[src/rtl/if_id_pipeline_pkg.sv]
// Shared fetch/decode pipeline constants, PC select encoding and address helpers.
package if_id_pipeline_pkg;

    localparam int XLEN = 32;
    localparam logic [XLEN-1:0] PC_INC    = 32'd4;
    localparam logic [XLEN-1:0] NOP_WORD  = 32'h0000_0013;
    localparam logic [XLEN-1:0] BUBBLE_PC = 32'h0000_0000;
    localparam logic [15:0]     STALL_MAX = 16'hFFFF;

    typedef enum logic [1:0] {
        PC_SEL_HOLD     = 2'd0,
        PC_SEL_SEQ      = 2'd1,
        PC_SEL_REDIRECT = 2'd2
    } pc_sel_e;

    // Instructions are word aligned; drop the low two address bits.
    function automatic logic [XLEN-1:0] align_word(input logic [XLEN-1:0] addr);
        return addr & ~(32'd3);
    endfunction

endpackage

[src/rtl/if_id_pipeline_pc_register.sv]
// Program counter register with next-PC selection: redirect beats advance beats hold.
module pc_register
    import if_id_pipeline_pkg::*;
#(
    parameter logic [31:0] RESET_PC = 32'h0000_0000
) (
    input  logic        clk,
    input  logic        reset,
    input  logic        pc_write,
    input  logic        branch_taken,
    input  logic [31:0] branch_target,
    output logic [31:0] pc
);

    pc_sel_e           pc_sel_s;
    logic [XLEN-1:0]   pc_next_s;
    logic [XLEN-1:0]   pc_r;

    // Select the source of the next PC.
    always_comb begin
        pc_sel_s = PC_SEL_HOLD;
        if (branch_taken) begin
            pc_sel_s = PC_SEL_REDIRECT;
        end else if (pc_write) begin
            pc_sel_s = PC_SEL_SEQ;
        end else begin
            pc_sel_s = PC_SEL_HOLD;
        end
    end

    // Next-PC mux; the increment wraps naturally modulo 2^32.
    always_comb begin
        pc_next_s = pc_r;
        case (pc_sel_s)
            PC_SEL_REDIRECT: pc_next_s = align_word(branch_target);
            PC_SEL_SEQ:      pc_next_s = pc_r + PC_INC;
            PC_SEL_HOLD:     pc_next_s = pc_r;
            default:         pc_next_s = pc_r;
        endcase
    end

    // PC state register.
    always_ff @(posedge clk) begin
        if (reset) begin
            pc_r <= RESET_PC;
        end else begin
            pc_r <= pc_next_s;
        end
    end

    assign pc = pc_r;

endmodule

[src/rtl/if_id_pipeline.sv]
// IF/ID pipeline stage: PC register, IF/ID latch with bubble injection, stall counter.
module if_id_pipeline
    import if_id_pipeline_pkg::*;
#(
    parameter logic [31:0] RESET_PC  = 32'h0000_0000,
    parameter logic [31:0] NOP_INSTR = NOP_WORD
) (
    input  logic        clk,
    input  logic        reset,
    input  logic [31:0] instruction,
    input  logic        pc_write,
    input  logic        if_id_write,
    input  logic        branch_taken,
    input  logic [31:0] branch_target,
    input  logic        flush,
    output logic [31:0] pc,
    output logic [31:0] if_id_pc,
    output logic [31:0] if_id_instruction,
    output logic        if_id_valid,
    output logic [15:0] stall_count
);

    logic [31:0] pc_s;
    logic [31:0] if_id_pc_r;
    logic [31:0] if_id_instr_r;
    logic        if_id_valid_r;
    logic [15:0] stall_count_r;
    logic        squash_s;
    logic        stall_cycle_s;

    pc_register #(
        .RESET_PC (RESET_PC)
    ) u_pc_register (
        .clk           (clk),
        .reset         (reset),
        .pc_write      (pc_write),
        .branch_taken  (branch_taken),
        .branch_target (branch_target),
        .pc            (pc_s)
    );

    // A redirect and a flush together still produce only one bubble.
    assign squash_s      = flush | branch_taken;
    assign stall_cycle_s = ~pc_write & ~branch_taken;

    // IF/ID latch: bubble on squash, capture the pre-update PC on write, else hold.
    always_ff @(posedge clk) begin
        if (reset) begin
            if_id_instr_r <= NOP_INSTR;
            if_id_pc_r    <= BUBBLE_PC;
            if_id_valid_r <= 1'b0;
        end else if (squash_s) begin
            if_id_instr_r <= NOP_INSTR;
            if_id_pc_r    <= BUBBLE_PC;
            if_id_valid_r <= 1'b0;
        end else if (if_id_write) begin
            if_id_instr_r <= instruction;
            if_id_pc_r    <= pc_s;
            if_id_valid_r <= 1'b1;
        end else begin
            if_id_instr_r <= if_id_instr_r;
            if_id_pc_r    <= if_id_pc_r;
            if_id_valid_r <= if_id_valid_r;
        end
    end

    // Saturating count of PC stall cycles.
    always_ff @(posedge clk) begin
        if (reset) begin
            stall_count_r <= 16'd0;
        end else if (stall_cycle_s && (stall_count_r != STALL_MAX)) begin
            stall_count_r <= stall_count_r + 16'd1;
        end else begin
            stall_count_r <= stall_count_r;
        end
    end

    assign pc                = pc_s;
    assign if_id_pc          = if_id_pc_r;
    assign if_id_instruction = if_id_instr_r;
    assign if_id_valid       = if_id_valid_r;
    assign stall_count       = stall_count_r;

endmodule

[config.mk]
export PLATFORM = sky130hd
export DESIGN_NAME = if_id_pipeline
export DESIGN_NICKNAME = d
export VERILOG_FILES = /design/src/rtl/if_id_pipeline_pkg.sv /design/src/rtl/if_id_pipeline_pc_register.sv /design/src/rtl/if_id_pipeline.sv
export SDC_FILE = /design/constraint.sdc
export NUM_CORES = 1
export LEC_CHECK = 0
export BUFFER_PORTS_ARGS = -buffer_cell sky130_fd_sc_hd__buf_2
export CORE_MARGIN = 2
export CORE_UTILIZATION = 30
export CTS_CLUSTER_DIAMETER = 50
export DETAILED_ROUTE_END_ITERATION = 16
export SYNTH_ARGS = -nofsm -noshare
export SYNTH_HDL_FRONTEND = slang
export SYNTH_SLANG_ARGS = --single-unit
[constraint.sdc]
create_clock -name clk -period 5 [get_ports clk]
set_input_delay 0.5 -clock clk [delete_from_list [all_inputs] [get_ports clk]]
set_output_delay 0.5 -clock clk [all_outputs]
set_load 0.05 [all_outputs]
==> impl_metrics.prom, run 1 <==
# TYPE chip_impl_metric gauge
chip_impl_metric{name="finalClockSkew",unit="ps"} 9.66
chip_impl_info{name="post-synth-top-area-cell",value="sky130_fd_sc_hd__dfxtp_1"} 1
chip_impl_metric{name="finalHoldViolCount",unit=""} 0
chip_impl_metric{name="area_growth_syn_to_fin",unit="%"} 27.8
chip_impl_metric{name="cts_hold_buf",unit=""} 0
chip_impl_info{name="cts_root_buffer_type",value="sky130_fd_sc_hd__clkbuf_16"} 1
chip_impl_metric{name="maxSlewViolCount",unit=""} 0
chip_impl_info{name="rr_endpoint",value="u_pc_register.pc[25]"} 1
chip_impl_info{name="crit_chain",value="buf_2, inv_1, and4_1, a2111oi_0"} 1
chip_impl_metric{name="final-instance-count-excl-fill",unit=""} 914
chip_impl_metric{name="netlist_instances",unit=""} 536
chip_impl_metric{name="post-layout-total-power",unit="mW"} 1.99
chip_impl_metric{name="finish.utilization",unit="%"} 39.3
chip_impl_metric{name="io_buffers",unit=""} 176
chip_impl_info{name="grt_setup_unrepaired",value="no"} 1
chip_impl_metric{name="effective_utilization_at_floorplan",unit="%"} 30.7
chip_impl_metric{name="synth.top_cell.area_share",unit="%"} 44.7
chip_impl_info{name="slowest_stage_cell_crit_path",value="sky130_fd_sc_hd__inv_1"} 1
chip_impl_metric{name="firstDrtPassIters",unit=""} 4
chip_impl_info{name="hold_path_startpoint",value="instruction[4]"} 1
chip_impl_metric{name="cts_made_buffers",unit=""} 9
chip_impl_metric{name="die_height",unit="um"} 132
chip_impl_metric{name="clock_insertion_delay_worst_skew",unit="ps"} 350
chip_impl_metric{name="detailroute.via_count",unit=""} 4456
chip_impl_metric{name="grt_max_degree",unit=""} 67
chip_impl_metric{name="final.min_clock_period",unit="ps"} 2460
chip_impl_info{name="status",value="complete, no violations"} 1
chip_impl_metric{name="drt_iter0_markers",unit=""} 268
chip_impl_metric{name="antenna_found_initial",unit=""} 1
chip_impl_metric{name="wirelength",unit="mm"} 13.8
chip_impl_metric{name="route.detailed.drc",unit=""} 0
chip_impl_metric{name="holdPathStages",unit=""} 2
chip_impl_metric{name="max_cap_viol_count",unit=""} 0
chip_impl_metric{name="crit_required",unit="ps"} 5240
chip_impl_info{name="worstHoldEndpoint",value="if_id_instruction[4]"} 1
chip_impl_metric{name="grt_overall_usage",unit="%"} 15.5
chip_impl_metric{name="synth_sequential_area_ratio",unit="%"} 44.7
chip_impl_metric{name="die_x",unit="um"} 132
chip_impl_metric{name="synth-async-reset-ratio",unit="%"} 0
chip_impl_metric{name="grt_first_pass_wirelength",unit="mm"} 21.8
chip_impl_info{name="cp-end-kind",value="register"} 1
chip_impl_info{name="start_kind",value="primary input"} 1
chip_impl_metric{name="core_area",unit="um^2"} 15900
chip_impl_metric{name="max_freq",unit="MHz"} 406
chip_impl_metric{name="ys_ff_latch",unit=""} 109
chip_impl_metric{name="setup_violations",unit=""} 0
chip_impl_metric{name="final_nets",unit=""} 761
chip_impl_metric{name="fillerInstances",unit=""} 1677
chip_impl_metric{name="dieArea",unit="um^2"} 17300
chip_impl_metric{name="clk_pin_slew_worst_paths",unit="ps"} 70
chip_impl_info{name="ys.flop_type",value="sky130_fd_sc_hd__dfxtp_1"} 1
chip_impl_info{name="tritoncts",value="built"} 1
chip_impl_metric{name="setup-tns-final",unit="ps"} 0
chip_impl_metric{name="data_arrival_time_of_the_critical_path",unit="ps"} 2700
chip_impl_metric{name="synth_cell_type_count",unit=""} 55
chip_impl_metric{name="final_layout_size_suffix_gt1_share",unit="%"} 29.5
chip_impl_metric{name="floorplan.io_pins",unit=""} 183
chip_impl_metric{name="fin_hold_ws",unit="ps"} 351
chip_impl_info{name="worstSetupPathType",value="in2reg"} 1
chip_impl_metric{name="worst_slew_pin_slew",unit="ps"} 1070
chip_impl_metric{name="grt_pass1_vias",unit=""} 3984
chip_impl_metric{name="synth_edf_count",unit=""} 0
chip_impl_metric{name="placed_cells_incl_taps",unit=""} 894
chip_impl_metric{name="worstPathMaxFanout",unit=""} 45
chip_impl_metric{name="viasPerCell",unit=""} 4.88
chip_impl_metric{name="worst_r2r_path_depth",unit=""} 4
chip_impl_metric{name="synth.cell_area",unit="um^2"} 4880
chip_impl_metric{name="detail_route.wl_per_cell",unit="um"} 15.1
chip_impl_metric{name="synthesis.area_per_instance",unit="um^2"} 9.10
chip_impl_metric{name="post-route-period-util",unit="%"} 49.2
chip_impl_metric{name="globalRoute.totalOverflow",unit=""} 0
chip_impl_metric{name="yosys_warning_count",unit=""} 0
chip_impl_metric{name="cp_slowest_stage_delay",unit="ps"} 750
chip_impl_metric{name="gp_congestion",unit=""} 0.766
chip_impl_info{name="r2r-start",value="u_pc_register.pc[4]"} 1
chip_impl_metric{name="hpwl",unit="mm"} 9.63
chip_impl_info{name="ranking_of_synthesized_cells_by_area",value="sky130_fd_sc_hd__dfxtp_1 (45%), sky130_fd_sc_hd__mux2i_1 (13%), sky130_fd_sc_hd__nor2_1 (7.2%)"} 1
chip_impl_metric{name="post_drt_antenna_nets",unit=""} 0
chip_impl_metric{name="cts.repair.resized",unit=""} 0
chip_impl_metric{name="power.density",unit="nW/um^2"} 318
chip_impl_info{name="holdCritPathClass",value="in2reg"} 1
chip_impl_metric{name="post_cts.repair.setup_buffers",unit=""} 0
chip_impl_metric{name="h_tree_depth",unit=""} 3
chip_impl_metric{name="floorplan.rows",unit=""} 46
chip_impl_metric{name="relSlewSlack",unit="%"} 28.6
chip_impl_metric{name="p_leak",unit="nW"} 2.71
chip_impl_metric{name="vdd_drop_max",unit="mV"} 0.168
chip_impl_metric{name="clkSinkCount",unit=""} 109
chip_impl_metric{name="clock_tree.buffer_depth",unit=""} 2
chip_impl_metric{name="rrSetupSlack",unit="ps"} 2570
==> report_power, final <==
part	internal [mW]	switching [mW]
registers	0.893	0.0357
clock network	0.447	0.349
logic	0.0835	0.178
==> critical path: cells and delay by family <==
| family | cells | cell delay [ps] |
|---|---|---|
| AND/OR/NAND/NOR | 1 | 440 |
| buffers and inverters | 2 | 1400 |
| AO/OA/AOI/OAI | 1 | 330 |
==> cell families (layout without fill, tap and decap cells) <==
kind of cell    count (synthesis)  in the layout  share of synthesized area (%)
fa+ha+maj                       2              2                          0.513
mux                            64             64                           13.2
xor+xnor                       11             11                           1.97
other cells                     1              8                         0.0768
simple gates                  219            219                           23.5
buf+inv                        51            206                           4.31
compound gates                 79             79                           11.8
flops                         109            109                           44.7
==> state kept, by name (all words and copies together), names as in the netlist <==
register	cells
if_id_instruction	32
if_id_pc	30
if_id_valid	1
stall_count	16
u_pc_register.pc	30
==> layout make-up <==
type / count / area [um^2] / area share, %
clock buffer: 9 / 225 / 3.61
sequential: 109 / 2180 / 35.0
inverter: 12 / 45.0 / 0.722
antenna: 4 / 10.0 / 0.161
clock inverter: 7 / 105 / 1.69
multi-input combinational: 379 / 2500 / 40.1
timing repair buffer: 178 / 898 / 14.4
tap: 216 / 270 / 4.33
==> how the worst max path moves through the flow <==
stage / from / end / slack [ps] / cells after the start
6_report: branch_taken / u_pc_register.pc[11] / 2540 / 4
4_1_cts: u_pc_register.pc[4] / u_pc_register.pc[25] / 2550 / 4
2_1_floorplan: u_pc_register.pc[4] / u_pc_register.pc[30] / 2610 / 7
5_1_grt: u_pc_register.pc[4] / u_pc_register.pc[25] / 2350 / 4
3_5_place_dp: branch_taken / u_pc_register.pc[11] / 2200 / 4
3_3_place_gp: branch_taken / u_pc_register.pc[11] / 2220 / 4
==> cells in the mapped netlist, types with 4 or more instances <==
cell	n
sky130_fd_sc_hd__inv_1	12
sky130_fd_sc_hd__nand4_1	14
sky130_fd_sc_hd__nand2_1	21
sky130_fd_sc_hd__nand2b_1	6
sky130_fd_sc_hd__nor2b_1	8
sky130_fd_sc_hd__clkbuf_1	23
sky130_fd_sc_hd__buf_1	9
sky130_fd_sc_hd__nor3b_1	6
sky130_fd_sc_hd__o21ai_0	10
sky130_fd_sc_hd__buf_4	4
sky130_fd_sc_hd__nand3_1	12
sky130_fd_sc_hd__or3_1	8
sky130_fd_sc_hd__a21oi_1	17
sky130_fd_sc_hd__nor3_1	5
sky130_fd_sc_hd__mux2i_1	62
sky130_fd_sc_hd__xor2_1	6
sky130_fd_sc_hd__xnor2_1	5
sky130_fd_sc_hd__or4_1	8
sky130_fd_sc_hd__o31ai_1	5
sky130_fd_sc_hd__nor4_1	10
sky130_fd_sc_hd__a2111oi_0	5
sky130_fd_sc_hd__a211oi_1	12
sky130_fd_sc_hd__nor2_1	94
sky130_fd_sc_hd__a311oi_1	6
sky130_fd_sc_hd__dfxtp_1	109
sky130_fd_sc_hd__and4_1	6
sky130_fd_sc_hd__and3_1	6
sky130_fd_sc_hd__o211ai_1	4
==> placed cells by master, fill, tap and decap left out, types with 7 or more instances in the layout <==
cell | Yosys | final
sky130_fd_sc_hd__buf_2 | 3 | 175
sky130_fd_sc_hd__nand3_1 | 12 | 12
sky130_fd_sc_hd__nor2_1 | 94 | 94
sky130_fd_sc_hd__a21oi_1 | 17 | 17
sky130_fd_sc_hd__or4_1 | 8 | 8
sky130_fd_sc_hd__inv_1 | 12 | 12
sky130_fd_sc_hd__nor4_1 | 10 | 10
sky130_fd_sc_hd__nor2b_1 | 8 | 8
sky130_fd_sc_hd__clkbuf_16 | 0 | 9
sky130_fd_sc_hd__a211oi_1 | 12 | 12
sky130_fd_sc_hd__dfxtp_1 | 109 | 109
sky130_fd_sc_hd__nand4_1 | 14 | 14
sky130_fd_sc_hd__or3_1 | 8 | 7
sky130_fd_sc_hd__mux2i_1 | 62 | 62
sky130_fd_sc_hd__nand2_1 | 21 | 21
sky130_fd_sc_hd__o21ai_0 | 10 | 10
==> stage by stage <==
stage / instance area (um^2) / setup WS (ps)
final: 6240 / 2540
after global routing: 6230 / 2350
after CTS: 6230 / 2550
after detailed placement: 5900 / 2200
after global placement: 5900 / 2220
after floorplan: 4890 / 2610
==> per-layer routing <==
metal / GRT usage, % / routed length (um) / vias up
met2: 24.1 / 6140 / 129
met1: 20.5 / 6420 / 2078
met3: 5.63 / 1060 / 9
met4: 3.93 / 178 / 0
li1: - / - / 2240
met5: 0 / 0 / -
Note: power is estimated with default switching activity, not from simulation.
==> inputs of run 2 (changes only) <==
==> constraint.sdc (replaced) <==
create_clock -name clk -period 2.3 [get_ports clk]
set_input_delay 0.23 -clock clk [delete_from_list [all_inputs] [get_ports clk]]
set_output_delay 0.23 -clock clk [all_outputs]
set_load 0.05 [all_outputs]
==> run 2 against run 1 <==
  * First-iteration DRC count up 6.0%
  * Critical endpoint is now u_pc_register.pc[24]
  * Critical path type is now reg2reg
  * Worst hold slack worse by 270 ps
  * Critical path depth up 1
  * Sequential share of layout area down 0.15 points
  * Utilization up 0.32 points
  * Clock power up 88%
  * Routed wire length up 2.0%
==> impl_metrics.prom, run 2 (same netlist as run 1, synthesis figures left out) <==
# TYPE chip_impl_metric gauge
chip_impl_metric{name="dieArea",unit="um^2"} 17300
chip_impl_metric{name="grt_pass1_vias",unit=""} 4125
chip_impl_metric{name="maxSlewViolCount",unit=""} 0
chip_impl_metric{name="max_freq",unit="MHz"} 470
chip_impl_metric{name="met2RoutedLength",unit="mm"} 6.50
chip_impl_metric{name="worst_slew_pin_slew",unit="ps"} 601
chip_impl_metric{name="wl_met3",unit="um"} 746
chip_impl_metric{name="seqCellArea",unit="um^2"} 2190
chip_impl_metric{name="h_tree_depth",unit=""} 3
chip_impl_metric{name="relSlewSlack",unit="%"} 59.9
chip_impl_metric{name="post_drt_antenna_nets",unit=""} 0
chip_impl_metric{name="finalHoldViolCount",unit=""} 0
chip_impl_metric{name="setup-tns-final",unit="ps"} 0
chip_impl_metric{name="clock_tree.buffer_depth",unit=""} 2
chip_impl_metric{name="viasPerCell",unit=""} 4.86
chip_impl_metric{name="core_area",unit="um^2"} 15900
chip_impl_metric{name="clkSinkCount",unit=""} 109
chip_impl_metric{name="data_arrival_time_of_the_critical_path",unit="ps"} 2390
chip_impl_info{name="hold_path_startpoint",value="instruction[1]"} 1
chip_impl_info{name="cp-end-kind",value="register"} 1
chip_impl_info{name="worstSetupPathType",value="reg2reg"} 1
chip_impl_metric{name="fin_hold_ws",unit="ps"} 79.4
chip_impl_metric{name="detail_route.wl_per_cell",unit="um"} 15.2
chip_impl_metric{name="die_height",unit="um"} 132
chip_impl_metric{name="globalRoute.totalOverflow",unit=""} 0
chip_impl_info{name="start_kind",value="register"} 1
chip_impl_metric{name="gp_congestion",unit=""} 0.763
chip_impl_info{name="status",value="complete, no violations"} 1
chip_impl_info{name="cts_root_buffer_type",value="sky130_fd_sc_hd__clkbuf_16"} 1
chip_impl_metric{name="worst_r2r_path_depth",unit=""} 5
chip_impl_metric{name="final_layout_size_suffix_gt1_share",unit="%"} 31.6
chip_impl_info{name="holdCritPathClass",value="in2reg"} 1
chip_impl_metric{name="grt_first_pass_wirelength",unit="mm"} 22.3
chip_impl_info{name="layout.cells.most_common",value="sky130_fd_sc_hd__buf_2"} 1
chip_impl_metric{name="grt_overall_usage",unit="%"} 16.0
chip_impl_info{name="tritoncts",value="built"} 1
chip_impl_metric{name="antenna_found_initial",unit=""} 3
chip_impl_info{name="r2r-start",value="u_pc_register.pc[12]"} 1
chip_impl_info{name="layout.cells.most_common_list",value="sky130_fd_sc_hd__buf_2 (175), sky130_fd_sc_hd__dfxtp_1 (102), sky130_fd_sc_hd__nor2_1 (94)"} 1
chip_impl_info{name="highest_layer_used_for_signal_routing",value="met4"} 1
chip_impl_info{name="rr_endpoint",value="u_pc_register.pc[24]"} 1
chip_impl_metric{name="post-route-period-util",unit="%"} 92.6
chip_impl_metric{name="firstDrtPassIters",unit=""} 4
chip_impl_metric{name="multiInputGateArea",unit="um^2"} 2500
chip_impl_metric{name="cts_made_buffers",unit=""} 9
chip_impl_metric{name="m1WireLength",unit="mm"} 6.62
chip_impl_metric{name="clk_pin_slew_worst_paths",unit="ps"} 70
chip_impl_metric{name="route.detailed.drc",unit=""} 0
chip_impl_metric{name="power.density",unit="nW/um^2"} 653
chip_impl_metric{name="die_x",unit="um"} 132
chip_impl_metric{name="rrSetupSlack",unit="ps"} 170
chip_impl_metric{name="fillerInstances",unit=""} 1658
chip_impl_metric{name="effective_utilization_at_floorplan",unit="%"} 30.7
chip_impl_metric{name="holdPathStages",unit=""} 2
chip_impl_metric{name="worstPathMaxFanout",unit=""} 18
chip_impl_metric{name="largest_reg_flops",unit=""} 32
chip_impl_metric{name="clock_insertion_delay_worst_skew",unit="ps"} 350
chip_impl_metric{name="detailroute.via_count",unit=""} 4490
chip_impl_metric{name="area_growth_syn_to_fin",unit="%"} 28.8
chip_impl_metric{name="setup_violations",unit=""} 0
chip_impl_metric{name="wirelength",unit="mm"} 14.1
chip_impl_metric{name="max_cap_viol_count",unit=""} 0
chip_impl_metric{name="floorplan.rows",unit=""} 46
chip_impl_metric{name="cts.repair.resized",unit=""} 0
chip_impl_metric{name="grt_max_degree",unit=""} 50
chip_impl_metric{name="final_nets",unit=""} 773
chip_impl_metric{name="drt_iter0_markers",unit=""} 284
chip_impl_info{name="worstHoldEndpoint",value="if_id_instruction[1]"} 1
chip_impl_metric{name="floorplan.io_pins",unit=""} 183
chip_impl_metric{name="vdd_drop_max",unit="mV"} 0.357
chip_impl_metric{name="p_leak",unit="nW"} 2.75
chip_impl_metric{name="hpwl",unit="mm"} 10.1
chip_impl_metric{name="crit_required",unit="ps"} 2560
chip_impl_metric{name="finalClockSkew",unit="ps"} 9.83
chip_impl_metric{name="final.min_clock_period",unit="ps"} 2130
chip_impl_metric{name="io_buffers",unit=""} 176
-- run 2: layout make-up --
class / count / area share (%)
Timing Repair Buffer: 190 / 15.9
Sequential cell: 109 / 34.8
Multi-Input combinational cell: 379 / 39.8
Inverter: 12 / 0.716
Antenna cell: 2 / 0.0796
Tap cell: 216 / 4.30
Clock buffer: 10 / 3.64
Clock inverter: 6 / 0.736
-- run 2: critical path, cell delays in order, from the launching register on --
cell and delay [ps]:
sky130_fd_sc_hd__dfxtp_1 430, sky130_fd_sc_hd__nand4_1 250, sky130_fd_sc_hd__or4_1 560, sky130_fd_sc_hd__buf_4 220, sky130_fd_sc_hd__o31a_1 320, sky130_fd_sc_hd__a2111oi_2 260
-- run 2: how the worst max path moves through the flow --
stage / from / slack [ps] / endpoint
2_1_floorplan: u_pc_register.pc[12] / 10 / u_pc_register.pc[30]
3_3_place_gp: u_pc_register.pc[7] / 230 / u_pc_register.pc[25]
3_5_place_dp: u_pc_register.pc[12] / 180 / u_pc_register.pc[25]
4_1_cts: u_pc_register.pc[12] / 150 / u_pc_register.pc[25]
5_1_grt: u_pc_register.pc[12] / -10 / u_pc_register.pc[24]
6_report: u_pc_register.pc[12] / 170 / u_pc_register.pc[24]
-- run 2: per-layer routing --
metal	track usage, %	vias up
met2	25.3	106
met3	4.24	13
met5	0	-
met4	5.50	0
li1	-	2261
met1	21.1	2110
-- run 2: timing repair --
item	in CTS	in global routing
setup buffers	0	3
endpoints found under the setup margin	0	1
hold buffers	0	0
-- run 2: where the power goes --
| group | leakage [nW] | internal [mW] | switching, mW |
|---|---|---|---|
| sequential | 0.890 | 1.94 | 0.0766 |
| combinational | 1.72 | 0.188 | 0.393 |
| clock | 0.140 | 0.751 | 0.752 |
-- run 2: stage by stage --
stage | power (mW) | std cells | utilization (%) | cell area (um^2) | worst slack (ps)
after floorplan | 2.47 | 539 | - | 4900 | 11.5
after global placement | 2.64 | 903 | 37.7 | 5980 | 233
after detailed placement | 2.65 | 903 | 37.7 | 5980 | 176
after CTS | 4.15 | 919 | 39.4 | 6260 | 148
after global routing | 4.27 | 923 | 39.6 | 6280 | -14.8
final | 4.10 | 924 | 39.6 | 6290 | 170
